--- src/rtl/dmem_arb_pkg.sv ---
// rtl/dmem_arb_pkg.sv - shared types and constants for the data-memory arbiter
//
// Holds the arbiter FSM state encoding, the default bus widths and the
// master index constants that gnt is compared against.
// Optional feature macro used by the bundle: DMEM_ARB_STARVE_EN.

package dmem_arb_pkg;

    localparam int ADDR_W_DEF = 16;
    localparam int DATA_W_DEF = 16;

    // gnt encoding: which master owns the current access
    localparam logic M_CPU = 1'b0;
    localparam logic M_DBG = 1'b1;

    typedef enum logic [1:0] {
        IDLE = 2'd0,
        ACC  = 2'd1,
        ACK  = 2'd2
    } state_e;

endpackage

--- src/rtl/dmem_arb_pick.sv ---
// rtl/dmem_arb_pick.sv - winner selection between the CPU and debug masters
//
// Purpose: combinational pick of the next granted master. Master 0 (CPU)
// has fixed priority. With DMEM_ARB_STARVE_EN defined, a loss counter for
// master 1 forces a master-1 win once it reaches STARVE_MAX; without the
// macro no counter (and no clock/reset) exists.
//
// Ports:
//   clk, rst_n   in   clock / async active-low reset (DMEM_ARB_STARVE_EN only)
//   arb_en       in   FSM is in IDLE, this cycle is an arbitration (DMEM_ARB_STARVE_EN only)
//   m0_req       in   master 0 request
//   m1_req       in   master 1 request
//   win          out  winning master index (M_CPU / M_DBG)
//   any_req      out  at least one master is requesting

module dmem_arb_pick
    import dmem_arb_pkg::*;
`ifdef DMEM_ARB_STARVE_EN
#(
    parameter int STARVE_MAX = 4
)
`endif
(
`ifdef DMEM_ARB_STARVE_EN
    input  logic clk,
    input  logic rst_n,
    input  logic arb_en,
`endif
    input  logic m0_req,
    input  logic m1_req,
    output logic win,
    output logic any_req
);

    assign any_req = m0_req | m1_req;

`ifdef DMEM_ARB_STARVE_EN
    localparam int CNT_W = (STARVE_MAX < 1) ? 1 : $clog2(STARVE_MAX + 1);

    logic [CNT_W-1:0] starve_cnt_q;
    logic [CNT_W-1:0] starve_cnt_d;
    logic             starve_hit;

    assign starve_hit = (starve_cnt_q == CNT_W'(STARVE_MAX));
    assign win        = (m1_req && (!m0_req || starve_hit)) ? M_DBG : M_CPU;

    // Count only real losses: master 1 asking in an arbitration cycle and
    // master 0 taking it. The hit condition forces a win, so the counter
    // never runs past STARVE_MAX.
    always_comb begin
        starve_cnt_d = starve_cnt_q;
        if (arb_en && m1_req) begin
            if (win == M_DBG) begin
                starve_cnt_d = '0;
            end else if (!starve_hit) begin
                starve_cnt_d = starve_cnt_q + 1'b1;
            end
        end
    end

    always_ff @(posedge clk or negedge rst_n) begin
        if (!rst_n) begin
            starve_cnt_q <= '0;
        end else begin
            starve_cnt_q <= starve_cnt_d;
        end
    end
`else
    assign win = (m1_req && !m0_req) ? M_DBG : M_CPU;
`endif

endmodule

--- src/rtl/dmem_arbiter.sv ---
// rtl/dmem_arbiter.sv - two-master req/ack arbiter in front of Data_Memory
//
// Purpose: serialises CPU (master 0) and debug/DMA (master 1) accesses onto
// the single-ported data memory with an IDLE -> ACC -> ACK sequence (one
// access per 3 cycles). Read data is captured at the edge closing ACC into
// a per-master register. Memory outputs are decoded from the state register
// alone, so asserting rst_n clears them immediately.
// Optional feature macro: DMEM_ARB_STARVE_EN (master-1 starvation guard).
//
// Ports:
//   clk, rst_n                  in   clock / async active-low reset
//   m0_req/we/addr/wdata        in   master 0 request, direction, address, write data
//   m1_req/we/addr/wdata        in   master 1 request, direction, address, write data
//   m0_ack, m1_ack              out  one-cycle completion pulse
//   m0_rdata, m1_rdata          out  registered read data
//   mem_access_addr             out  memory address
//   mem_write_data              out  memory write data
//   mem_write_en                out  memory write enable
//   mem_read                    out  memory read enable
//   mem_read_data               in   memory combinational read data

module dmem_arbiter
    import dmem_arb_pkg::*;
#(
    parameter int ADDR_W     = ADDR_W_DEF,
    parameter int DATA_W     = DATA_W_DEF,
    parameter int STARVE_MAX = 4
) (
    input  logic              clk,
    input  logic              rst_n,
    input  logic              m0_req,
    input  logic              m0_we,
    input  logic [ADDR_W-1:0] m0_addr,
    input  logic [DATA_W-1:0] m0_wdata,
    input  logic              m1_req,
    input  logic              m1_we,
    input  logic [ADDR_W-1:0] m1_addr,
    input  logic [DATA_W-1:0] m1_wdata,
    output logic              m0_ack,
    output logic              m1_ack,
    output logic [DATA_W-1:0] m0_rdata,
    output logic [DATA_W-1:0] m1_rdata,
    output logic [ADDR_W-1:0] mem_access_addr,
    output logic [DATA_W-1:0] mem_write_data,
    output logic              mem_write_en,
    output logic              mem_read,
    input  logic [DATA_W-1:0] mem_read_data
);

    state_e            state_q, state_d;
    logic              gnt_q, gnt_d;
    logic [DATA_W-1:0] m0_rdata_q, m0_rdata_d;
    logic [DATA_W-1:0] m1_rdata_q, m1_rdata_d;

    logic              win;
    logic              any_req;
    logic              sel_we;
    logic [ADDR_W-1:0] sel_addr;
    logic [DATA_W-1:0] sel_wdata;

`ifdef DMEM_ARB_STARVE_EN
    dmem_arb_pick #(
        .STARVE_MAX (STARVE_MAX)
    ) u_pick (
        .clk     (clk),
        .rst_n   (rst_n),
        .arb_en  (state_q == IDLE),
        .m0_req  (m0_req),
        .m1_req  (m1_req),
        .win     (win),
        .any_req (any_req)
    );
`else
    dmem_arb_pick u_pick (
        .m0_req  (m0_req),
        .m1_req  (m1_req),
        .win     (win),
        .any_req (any_req)
    );
`endif

    // Request fields follow the latched grant, not the live reqs, so a
    // master dropping req mid-access cannot redirect an access in flight.
    assign sel_we    = (gnt_q == M_DBG) ? m1_we    : m0_we;
    assign sel_addr  = (gnt_q == M_DBG) ? m1_addr  : m0_addr;
    assign sel_wdata = (gnt_q == M_DBG) ? m1_wdata : m0_wdata;

    always_comb begin
        state_d         = state_q;
        gnt_d           = gnt_q;
        m0_rdata_d      = m0_rdata_q;
        m1_rdata_d      = m1_rdata_q;
        mem_access_addr = '0;
        mem_write_data  = '0;
        mem_write_en    = 1'b0;
        mem_read        = 1'b0;
        m0_ack          = 1'b0;
        m1_ack          = 1'b0;

        case (state_q)
            IDLE: begin
                if (any_req) begin
                    gnt_d   = win;
                    state_d = ACC;
                end
            end
            ACC: begin
                mem_access_addr = sel_addr;
                mem_write_data  = sel_wdata;
                mem_write_en    = sel_we;
                mem_read        = !sel_we;
                if (!sel_we) begin
                    if (gnt_q == M_DBG) begin
                        m1_rdata_d = mem_read_data;
                    end else begin
                        m0_rdata_d = mem_read_data;
                    end
                end
                state_d = ACK;
            end
            ACK: begin
                m0_ack  = (gnt_q == M_CPU);
                m1_ack  = (gnt_q == M_DBG);
                state_d = IDLE;
            end
            default: begin
                state_d = IDLE;
            end
        endcase
    end

    always_ff @(posedge clk or negedge rst_n) begin
        if (!rst_n) begin
            state_q    <= IDLE;
            gnt_q      <= M_CPU;
            m0_rdata_q <= '0;
            m1_rdata_q <= '0;
        end else begin
            state_q    <= state_d;
            gnt_q      <= gnt_d;
            m0_rdata_q <= m0_rdata_d;
            m1_rdata_q <= m1_rdata_d;
        end
    end

    assign m0_rdata = m0_rdata_q;
    assign m1_rdata = m1_rdata_q;

endmodule

--- config.mk ---
export PLATFORM = sky130hd
export DESIGN_NAME = dmem_arbiter
export DESIGN_NICKNAME = d
export VERILOG_FILES = /design/src/rtl/dmem_arb_pkg.sv /design/src/rtl/dmem_arb_pick.sv /design/src/rtl/dmem_arbiter.sv
export SDC_FILE = /design/constraint.sdc
export NUM_CORES = 1
export LEC_CHECK = 0
export ABC_AREA = 1
export ABC_CLOCK_PERIOD_IN_PS = 3200
export CORE_ASPECT_RATIO = 1.4
export CORE_MARGIN = 2
export CORE_UTILIZATION = 30
export CTS_BUF_LIST = sky130_fd_sc_hd__clkbuf_4
export CTS_CLUSTER_DIAMETER = 100
export DETAILED_ROUTE_END_ITERATION = 6
export HOLD_SLACK_MARGIN = 0.1
export PLACE_DENSITY = 0.84
export SKIP_CTS_REPAIR_TIMING = 1
export SLEW_MARGIN = 5
export SYNTH_ARGS = -nofsm -noshare
export SYNTH_HDL_FRONTEND = slang
export SYNTH_SLANG_ARGS = --single-unit
--- constraint.sdc ---
create_clock -name clk -period 3.2 [get_ports clk]
set_input_delay 0.32 -clock clk [delete_from_list [all_inputs] [get_ports clk]]
set_output_delay 0.32 -clock clk [all_outputs]
set_load 0.05 [all_outputs]
==> flow_metrics.tcl, run 1 <==
set metrics [dict create \
    p_int_mw 1.71 \
    p_per_area_mw_per_mm2 1130 \
    power.leakage_nw 1.64 \
    die_w_um 72.1 \
    cp-start-kind "register" \
    initial_utilization_pct 31.2 \
    antenna_left 0 \
    syn2layout_area_growth_pct 82.3 \
    fmaxAchievable_mhz 367 \
    drive_gt1_share_pct 5.07 \
    htree_levels 2 \
    hp-class "input pin to async pin" \
    tns_ns 0 \
    criticalPathCategory "register to output port" \
    period_share_pct 85.2 \
    synth_fp_nets 352 \
    ir_worst_vdd_v 0.000596 \
    status "completed" \
    power_frac_seq_pct 20.2 \
    nets 499 \
    cp_max_fo 29 \
    cts_buffers 5 \
    grt_usage_pct 17.7 \
    port_buffers 153 \
    reg2reg_from "gnt_q" \
    root_buffer "clkbuf_4" \
    cts_sinks 35 \
    cpPeakStageDelay_ns 0.82 \
    clk_latency_ns 0.33 \
    crit_family "buffers and inverters" \
    path_clk_slew_ns 0.12 \
    switching_power_mw 2.29 \
    dieArea_mm2 0.00717 \
    synthFlopType "dfrtp_1" \
    ff_latch_area_um2 876 \
    synth_edf_count 0 \
    antenna_cells 0 \
    crit_cells 4 \
    synth-async-reset-ratio_pct 100 \
    grt_pass1_vias 2188 \
    core_area_mm2 0.00625 \
    grt_pass1_wl_um 10300 \
    tightestPinTransition_ns 0.582 \
    drt_pass1_iterations 4 \
    hold_viol 0 \
    rsz0062_at_grt "no" \
    multi_input_area_um2 921 \
    placed_area_mm2 0.00348 \
    dr_total_vias 2321 \
    r2r_setup_slack_ns 1.59 \
    r2r_cells 5 \
    via_per_inst 4.78 \
    synth.distinct_cells 15 \
    grt_overflow 0 \
    synth_cells 266 \
    clockBufferDepth 2 \
    antenna_found_initial 0 \
    syn-cell-area_mm2 0.00195 \
    crit_arrival_ns 2.41 \
    end_kind "output port" \
    crit_path_top_delay_cell "clkdlybuf4s50_1" \
    relSlewSlack_pct 61.1 \
    fill_cells 586 \
    fin_skew_ns 0.0114 \
    fin_crit_ns 2.73 \
    ioPinCount 154 \
    ys_ff_latch 35 \
    finalSetupViolations 0 \
    die_h_um 99.4 \
    p_clk_share_pct 7.7 \
    crit_chain "buf_4, nand2_1, a21oi_1, clkdlybuf4s50_1" \
    place.gp.congestion 0.773 \
    power_frac_comb_pct 72.2 \
    cp_data_required_time_ns 2.88 \
    ys_seq_area_share_pct 44.9 \
    drv_slew 0 \
    drt_iter0_drc 56 \
    final_area_mm2 0.00355 \
    syn_area_per_cell_um2 7.33 \
    yosysWarnings 0 \
    grt_max_degree 36 \
    fp-row-count 34 \
    wl_per_cell_um 13.6 \
    swShare_pct 57.2 \
    remaining_drc_errors 0 \
    worstReg2RegEnd "m1_rdata[13]" \
    drt-total-wl_um 6610 \
    maxCapViolations 0 \
    hpwl_um 5130 \
    cts_tree "yes" \
    crit_buf_inv 2 \
]
-- per-layer routing --
layer	track usage, %	vias to the layer above	wire length (µm)
li1	-	1140	-
met1	19.6	1058	2460
met2	32.0	115	3340
met3	5.47	8	707
met4	5.22	0	100
met5	0	-	0
-- cells in the final DEF, fill, tap and decap left out --
| master | netlist | layout |
|---|---|---|
| a21oi_1 | 32 | 32 |
| buf_12 | 0 | 1 |
| buf_4 | 7 | 6 |
| bufinv_16 | 0 | 1 |
| clkbuf_4 | 0 | 5 |
| clkdlybuf4s50_1 | 0 | 150 |
| clkinv_1 | 0 | 1 |
| clkinv_2 | 0 | 1 |
| dfrtp_1 | 35 | 35 |
| inv_1 | 4 | 4 |
| inv_2 | 1 | 1 |
| inv_4 | 1 | 1 |
| nand2_1 | 134 | 134 |
| nand2_4 | 2 | 2 |
| nand3_1 | 33 | 33 |
| nor2_1 | 1 | 1 |
| nor2_4 | 1 | 1 |
| nor2_8 | 2 | 2 |
| nor3_1 | 3 | 3 |
-- power groups by stage --
| stage | sequential (mW) | clock, mW | combinational (mW) |
|---|---|---|---|
| floorplan | 1.46 | 0 | 1.32 |
| global placement | 0.810 | 0 | 2.88 |
| detailed placement | 0.817 | 0 | 2.92 |
| CTS | 0.810 | 0.313 | 2.92 |
| global route | 0.836 | 0.338 | 3.05 |
| finish | 0.807 | 0.308 | 2.89 |
-- synth_stat cells (2+ instances only) --
cell	count	share of area (%)
buf_2	6	1.5
nand2_4	2	1.2
nand2_1	134	26
a21oi_1	32	8.2
nor2_8	2	2.1
buf_6	4	2.3
inv_1	4	0.77
buf_4	7	2.7
nand3_1	33	8.5
dfrtp_1	35	45
nor3_1	3	0.77
-- state kept, by name, summed over array words and instances, names as in the netlist --
| register | flops |
|---|---|
| state_q | 2 |
| m0_rdata | 16 |
| m1_rdata | 16 |
| gnt_q | 1 |
-- metrics by stage --
stage	util [%]	hold WS (ns)	std cells	power [mW]	setup WS, ns
after floorplan	-	0.0244	266	2.79	1.05
after global placement	55.6	0.453	478	3.69	0.857
after detailed placement	55.6	0.457	478	3.73	0.833
after CTS	56.8	0.403	486	4.04	0.449
after global routing	56.8	0.412	486	4.23	0.294
final	56.8	0.391	486	4.00	0.474
-- worst max path at each step --
| stage | from | endpoint | slack (ns) |
|---|---|---|---|
| floorplan | gnt_q | mem_write_en | 1.05 |
| global placement | m1_we | mem_write_en | 0.86 |
| detailed placement | gnt_q | mem_access_addr[0] | 0.83 |
| CTS | gnt_q | mem_access_addr[0] | 0.45 |
| global route | gnt_q | mem_write_data[9] | 0.29 |
| finish | gnt_q | mem_access_addr[3] | 0.47 |
-- cell families after synthesis --
group | after synthesis | share of synthesized area (%)
compound gates | 32 | 8.22
buf+inv | 23 | 7.83
flops | 35 | 44.9
simple gates | 176 | 39.0
-- final cells by class --
type | instances | area share (%)
Timing Repair Buffer | 157 | 44.1
Multi-Input combinational cell | 208 | 25.9
Sequential cell | 35 | 24.6
Tap cell | 72 | 2.53
Clock inverter | 3 | 1.09
Clock buffer | 5 | 1.06
Inverter | 6 | 0.704
-- worst register-to-register path: stages, from the launching register on --
cell and delay [ns]:
dfrtp_1 0.59, inv_4 0.23, nor2_8 0.32, nand2_4 0.20
nand2_1 0.13, nand2_1 0.05
Note: power is estimated with default switching activity, not from simulation.
==> run 2, diff against run 1 <==
--- a/config.mk
+++ b/config.mk
@@ -16,7 +16,7 @@
 export HOLD_SLACK_MARGIN = 0.1
 export PLACE_DENSITY = 0.84
 export SKIP_CTS_REPAIR_TIMING = 1
-export SLEW_MARGIN = 5
+export SLEW_MARGIN = 40
 export SYNTH_ARGS = -nofsm -noshare
 export SYNTH_HDL_FRONTEND = slang
 export SYNTH_SLANG_ARGS = --single-unit
==> results of run 2 <==
The final DEF is identical to that of run 1; final timing and power are the same.
